<file path="src/rtl/ungapped_xdrop_extender.sv">
// ungapped_xdrop_extender
//   Ungapped X-drop extension scorer. Consumes one match/mismatch result per
//   beat, tracks the running and best scores, stops scoring once the running
//   score falls XDROP below the best (or the length cap is reached), drains the
//   rest of the window up to in_last, then strobes done with the result.
//
// Optional feature macro: XDROP_STATS_EN (adds term_xdrop / beats_used).
//
// Ports
//   clk, rst_n      clock, asynchronous active-low reset
//   start           begin an extension (honoured only in IDLE)
//   in_valid/ready  beat handshake; in_match = 1 match / 0 mismatch
//   in_last         final position of the sequence window
//   busy            extension in progress (through the done cycle)
//   done            single-cycle result strobe
//   best_score      signed best score, held until the next start
//   best_len        beats up to and including the best position
//   hit             best_score >= THRESH, valid with done
//   term_xdrop      (XDROP_STATS_EN) ended by X-drop or length cap
//   beats_used      (XDROP_STATS_EN) beats scored before termination
module ungapped_xdrop_extender #(
  parameter int unsigned SCORE_W  = 12,
  parameter int unsigned POS_W    = 10,
  parameter int unsigned MATCH    = 2,
  parameter int unsigned MISMATCH = 1,
  parameter int unsigned XDROP    = 10,
  parameter int unsigned THRESH   = 16
) (
  input  logic                      clk,
  input  logic                      rst_n,
  input  logic                      start,
  input  logic                      in_valid,
  output logic                      in_ready,
  input  logic                      in_match,
  input  logic                      in_last,
  output logic                      busy,
  output logic                      done,
  output logic signed [SCORE_W-1:0] best_score,
  output logic [POS_W-1:0]          best_len,
  output logic                      hit
`ifdef XDROP_STATS_EN
  ,
  output logic                      term_xdrop,
  output logic [POS_W-1:0]          beats_used
`endif
);

  // Two guard bits so sums and best-minus-new differences never wrap.
  localparam int unsigned EW = SCORE_W + 2;
  localparam logic signed [EW-1:0] SAT_HI   = EW'((2 ** (SCORE_W - 1)) - 1);
  localparam logic signed [EW-1:0] FLOOR_X  = -(EW'(XDROP) + EW'(MISMATCH));
  localparam logic signed [EW-1:0] MATCH_X  = EW'(MATCH);
  localparam logic signed [EW-1:0] MISM_X   = EW'(MISMATCH);
  localparam logic signed [EW-1:0] XDROP_X  = EW'(XDROP);
  localparam logic signed [EW-1:0] THRESH_X = EW'(THRESH);

  typedef enum logic [1:0] {
    S_IDLE   = 2'd0,
    S_EXTEND = 2'd1,
    S_DRAIN  = 2'd2,
    S_DONE   = 2'd3
  } state_e;

  state_e                     state_q, state_d;
  logic signed [SCORE_W-1:0]  run_q, run_d;
  logic signed [SCORE_W-1:0]  best_q, best_d;
  logic [POS_W-1:0]           cnt_q, cnt_d;
  logic [POS_W-1:0]           len_q, len_d;
  logic                       hit_q, hit_d;
  logic                       busy_q, busy_d;
  logic                       done_q, done_d;
  logic                       rdy_q, rdy_d;
`ifdef XDROP_STATS_EN
  logic                       term_q, term_d;
  logic                       tx_q, tx_d;
  logic [POS_W-1:0]           used_q, used_d;
`endif

  logic signed [EW-1:0] run_x, best_x, sum_x, new_x, peak_x;
  logic                 upd_c, xdrop_c, cap_c, acc_c, fin_c;
  logic [POS_W-1:0]     cnt_inc;

  // Score of the current beat, clamped, and the termination test against
  // the best score as it stands after this beat.
  always_comb begin
    run_x  = EW'(run_q);
    best_x = EW'(best_q);
    sum_x  = in_match ? (run_x + MATCH_X) : (run_x - MISM_X);
    if (sum_x > SAT_HI) begin
      new_x = SAT_HI;
    end else if (sum_x < FLOOR_X) begin
      new_x = FLOOR_X;
    end else begin
      new_x = sum_x;
    end
    upd_c   = new_x > best_x;
    peak_x  = upd_c ? new_x : best_x;
    xdrop_c = (peak_x - new_x) >= XDROP_X;
    cnt_inc = cnt_q + POS_W'(1);
    cap_c   = &cnt_inc;
    acc_c   = in_valid && rdy_q;
  end

  // Next-state and result update.
  always_comb begin
    state_d = state_q;
    run_d   = run_q;
    best_d  = best_q;
    cnt_d   = cnt_q;
    len_d   = len_q;
    hit_d   = hit_q;
    busy_d  = busy_q;
    done_d  = 1'b0;
    rdy_d   = rdy_q;
    fin_c   = 1'b0;
`ifdef XDROP_STATS_EN
    term_d  = term_q;
    tx_d    = tx_q;
    used_d  = used_q;
`endif

    case (state_q)
      S_IDLE: begin
        if (start) begin
          run_d   = '0;
          best_d  = '0;
          cnt_d   = '0;
          len_d   = '0;
          hit_d   = 1'b0;
          busy_d  = 1'b1;
          rdy_d   = 1'b1;
          state_d = S_EXTEND;
`ifdef XDROP_STATS_EN
          term_d  = 1'b0;
`endif
        end
      end
      S_EXTEND: begin
        if (acc_c) begin
          run_d = SCORE_W'(new_x);
          cnt_d = cnt_inc;
          if (upd_c) begin
            best_d = SCORE_W'(new_x);
            len_d  = cnt_inc;
          end
          // in_last wins over termination on the same beat.
          if (in_last) begin
            fin_c = 1'b1;
          end else if (xdrop_c || cap_c) begin
            state_d = S_DRAIN;
`ifdef XDROP_STATS_EN
            term_d  = 1'b1;
`endif
          end
        end
      end
      S_DRAIN: begin
        if (acc_c && in_last) begin
          fin_c = 1'b1;
        end
      end
      S_DONE: begin
        busy_d  = 1'b0;
        state_d = S_IDLE;
      end
      default: begin
        state_d = S_IDLE;
      end
    endcase

    if (fin_c) begin
      state_d = S_DONE;
      done_d  = 1'b1;
      rdy_d   = 1'b0;
      hit_d   = EW'(best_d) >= THRESH_X;
`ifdef XDROP_STATS_EN
      tx_d    = term_d;
      used_d  = cnt_d;
`endif
    end
  end

  // State and output registers.
  always_ff @(posedge clk or negedge rst_n) begin
    if (!rst_n) begin
      state_q <= S_IDLE;
      run_q   <= '0;
      best_q  <= '0;
      cnt_q   <= '0;
      len_q   <= '0;
      hit_q   <= 1'b0;
      busy_q  <= 1'b0;
      done_q  <= 1'b0;
      rdy_q   <= 1'b0;
`ifdef XDROP_STATS_EN
      term_q  <= 1'b0;
      tx_q    <= 1'b0;
      used_q  <= '0;
`endif
    end else begin
      state_q <= state_d;
      run_q   <= run_d;
      best_q  <= best_d;
      cnt_q   <= cnt_d;
      len_q   <= len_d;
      hit_q   <= hit_d;
      busy_q  <= busy_d;
      done_q  <= done_d;
      rdy_q   <= rdy_d;
`ifdef XDROP_STATS_EN
      term_q  <= term_d;
      tx_q    <= tx_d;
      used_q  <= used_d;
`endif
    end
  end

  assign in_ready   = rdy_q;
  assign busy       = busy_q;
  assign done       = done_q;
  assign best_score = best_q;
  assign best_len   = len_q;
  assign hit        = hit_q;
`ifdef XDROP_STATS_EN
  assign term_xdrop = tx_q;
  assign beats_used = used_q;
`endif

endmodule

</file>
<file path="config.mk">
export PLATFORM = sky130hd
export DESIGN_NAME = ungapped_xdrop_extender
export DESIGN_NICKNAME = d
export VERILOG_FILES = /design/src/rtl/ungapped_xdrop_extender.sv
export SDC_FILE = /design/constraint.sdc
export NUM_CORES = 1
export LEC_CHECK = 0
export ABC_AREA = 1
export CELL_PAD_IN_SITES_DETAIL_PLACEMENT = 1
export CELL_PAD_IN_SITES_GLOBAL_PLACEMENT = 1
export CORE_MARGIN = 3
export CORE_UTILIZATION = 44
export CTS_BUF_LIST = sky130_fd_sc_hd__clkbuf_8
export CTS_CLUSTER_DIAMETER = 150
export CTS_CLUSTER_SIZE = 30
export DETAILED_ROUTE_END_ITERATION = 6
export GPL_TIMING_DRIVEN = 0
export PLACE_DENSITY = 0.83
export SYNTH_ARGS = -nofsm -noshare
export SYNTH_HDL_FRONTEND = slang
export SYNTH_SLANG_ARGS = --single-unit
</file>
<file path="constraint.sdc">
create_clock -name clk -period 7.4 [get_ports clk]
set_input_delay 1.48 -clock clk [delete_from_list [all_inputs] [get_ports clk]]
set_output_delay 1.48 -clock clk [all_outputs]
set_load 0.02 [all_outputs]
</file>
==> run_results.csv <==
group,metric,value,unit
outcome,run_status,"finished clean",
sta,finalClockSkew,0.0104,ns
run,max_cap_violations,0,
routing,route.detailed.drc,0,
sta,finalHoldWorstSlack,0.520,ns
grt,grt_pass1_vias,4623,
synth,syn-mean-instance-area,6.79,um2
routing,m1WireLength,5.86,mm
synth,synth_sequential_area_ratio,28.6,%
final_layout,ratio_of_cells_with_drive_above_1_in_the_final_layout,10.1,%
sta,final.min_clock_period,6.86,ns
floorplanning,design.die.area,11200,um2
critical_path,timing.critical_path.max_delay_family,"simple AND/OR/NAND/NOR gates",
critical_path,critical_path.startpoint_type,"primary input",
synth,synth.cell_area,4370,um2
synth,yosys_register_bits,50,
routing,vias,4308,
critical_path,crit_cells,39,
routing,drt_wl_total,12.8,mm
cts,clk_pin_slew,0.10,ns
floorplanning,rows,35,
critical_path,crit_path_max_incr_delay,0.42,ns
routing,first_iter_violations,156,
critical_path,worst_r2r_startpoint,"run_q[1]",
sta,setup_viol_count_final,0,
critical_path,critical-path-slowest-cell,"sky130_fd_sc_hd__fa_1",
final_layout,diode_count,0,
critical_path,reg2reg_setup_slack,1.01,ns
cts,cts_h_tree_depth,2,
critical_path,criticalPathCategory,"in2reg",
sta,timing.slew.headroom,64.2,%
floorplanning,starting_density,46.2,%
place,dp_hpwl,10.5,mm
place,finalWeightedCongestion,0.852,
cts,ctsRootBufferMaster,"sky130_fd_sc_hd__clkbuf_8",
critical_path,critical_path.n_buffers_inverters,7,
final_layout,design.final.nets,729,
floorplanning,fp.coreArea,9460,um2
grt,globalRouteTotalUtil,24.0,%
critical_path,crit_fanout,10,
cts,tritoncts_clock_tree,"built",
routing,detailedRoute.firstPassIterationCount,5,
routing,wl_met3,373,um
cts,clk_latency,0.30,ns
synth,yosys_warnings,0,
routing,final_antenna_net_count,0,
cts,largest_buffer_count_on_any_clock_path,2,
final_layout,layout_common_cells,"162 x sky130_fd_sc_hd__nand2_1, 111 x sky130_fd_sc_hd__inv_1, 57 x sky130_fd_sc_hd__nand3_1",
grt,wire_length_of_the_first_global_routing_pass,22.0,mm
grt,antenna_violations_before_repair,0,
grt,grt_overflow,0,
synth,syn-instance-count,643,
critical_path,endpoint,"state_q[1]",
place,numPortBuffers,30,
critical_path,timing.rr.end,"state_q[1]",
critical_path,ff2ff_path_depth,42,
critical_path,critPathRequiredTime,7.65,ns
routing,wl_met2,6.49,mm
final_layout,area_growth,14.8,%
critical_path,crit_arrival,7.11,ns
routing,vias_per_cell,5.29,
cts,numCtsBuffers,5,
sta,final-max-slew-violation-count,0,
sta,timing_worst_slew_pin_value,0.537,ns
cts,cts.hold.buffers_added,0,
sta,min_period_over_period,92.7,%
critical_path,critical_path.startpoint,"in_match",
final_layout,mostFrequentLayoutCell,"sky130_fd_sc_hd__nand2_1",
floorplanning,die_height,106,um
synth,postSynthNetCount,687,
grt,grt_max_degree,39,
routing,top_signal_layer_used,"met4",
sta,max_freq,0.146,GHz
floorplanning,fp.dieW,106,um
floorplanning,pin_count,32,
critical_path,critical_path.endpoint_type,"register",
cts,clkSinkCount,50,
synth,yosysUniqueCellTypes,44,
routing,drt-wirelength-per-cell,15.7,um
min_path,hp-class,"reg2reg",
sta,timing_hold_violations_final,0,
[repair_timing]
action / 4_1_cts / 5_1_grt
setup buffers: 0 / 4
resized for setup: 0 / 9
setup endpoints to repair: 0 / 2
[how the worst min path moves through the flow]
| stage | start | endpoint | slack (ns) | cells past startpoint |
|---|---|---|---|---|
| 3_3_place_gp | cnt_q[9] | cnt_q[9] | 0.49 | 2 |
| 3_5_place_dp | busy | busy | 0.50 | 2 |
| 5_1_grt | hit | hit | 0.55 | 2 |
| 6_report | hit | hit | 0.52 | 2 |
| 4_1_cts | hit | hit | 0.53 | 2 |
| 2_1_floorplan | cnt_q[9] | cnt_q[9] | 0.47 | 2 |
[logic make-up after synthesis]
kind of cell	count (synthesis)	share of synthesized area, %
XOR/XNOR	11	2.21
AO/OA/AOI/OAI	92	12.5
AND/OR/NAND/NOR	323	34.0
adder cells (fa/ha/maj)	38	11.1
buffers and inverters	129	11.5
flip-flops	50	28.6
[worst min-delay path, stage by stage (launching register included)]
cell	delay, ns
sky130_fd_sc_hd__dfrtp_1	0.35
sky130_fd_sc_hd__nand3_1	0.07
sky130_fd_sc_hd__nand2_1	0.06
[through the flow]
stage	area (um2)	cells	util [%]	TNS [ns]	setup WS, ns
floorplan	4370	643	-	0	1.13
global placement	4830	802	51.1	0	0.00640
detailed placement	4840	803	51.2	-0.259	-0.130
finish	5010	815	53.0	0	0.541
CTS	4960	811	52.4	0	0.177
global route	5010	815	53.0	-0.00890	-0.00890
[area by class of cell]
type / instances / area, um2
clock buffer: 5 / 68.8
timing repair buffer: 35 / 345
fill: 1288 / 4450
tap: 129 / 161
buffer: 8 / 52.6
multi-input combinational: 464 / 2630
sequential: 50 / 1250
clock inverter: 3 / 43.8
inverter: 121 / 457
[routing by layer]
metal | global-route usage, % | vias up
met5 | 0 | -
met4 | 3.98 | 0
met3 | 2.76 | 8
met2 | 44.8 | 58
met1 | 30.1 | 2087
li1 | - | 2155
[cell usage after synthesis, drive strengths merged]
cell type | instances | area [um2]
a211oi | 1 | 7.51
buf | 6 | 38.8
a21oi | 17 | 88.8
nor2 | 59 | 264
nor4 | 2 | 12.5
xor2 | 6 | 52.6
nor3 | 5 | 36.3
nand3b | 1 | 7.51
fa | 1 | 20.0
ha | 37 | 463
a22oi | 1 | 7.51
nand3 | 62 | 343
o21ai | 39 | 214
o32ai | 1 | 8.76
or2 | 1 | 6.26
nand2 | 178 | 723
nand4 | 11 | 68.8
inv | 120 | 453
o22ai | 26 | 169
clkinv | 1 | 3.75
and3 | 1 | 6.26
a21boi | 1 | 7.51
o21a | 5 | 37.5
dfrtp | 50 | 1250
xnor2 | 5 | 43.8
and2 | 3 | 18.8
clkbuf | 2 | 7.51
a21o | 1 | 7.51
[registers in the layout (all words and copies together) (netlist names)]
register	cells
in_ready	1
hit	1
run_q	12
best_score	12
cnt_q	10
state_q	2
best_len	10
done	1
busy	1
Power is left out: the tool's default activity adds up to more than one toggle a clock period on the data nets, which glitch-free logic cannot reach.
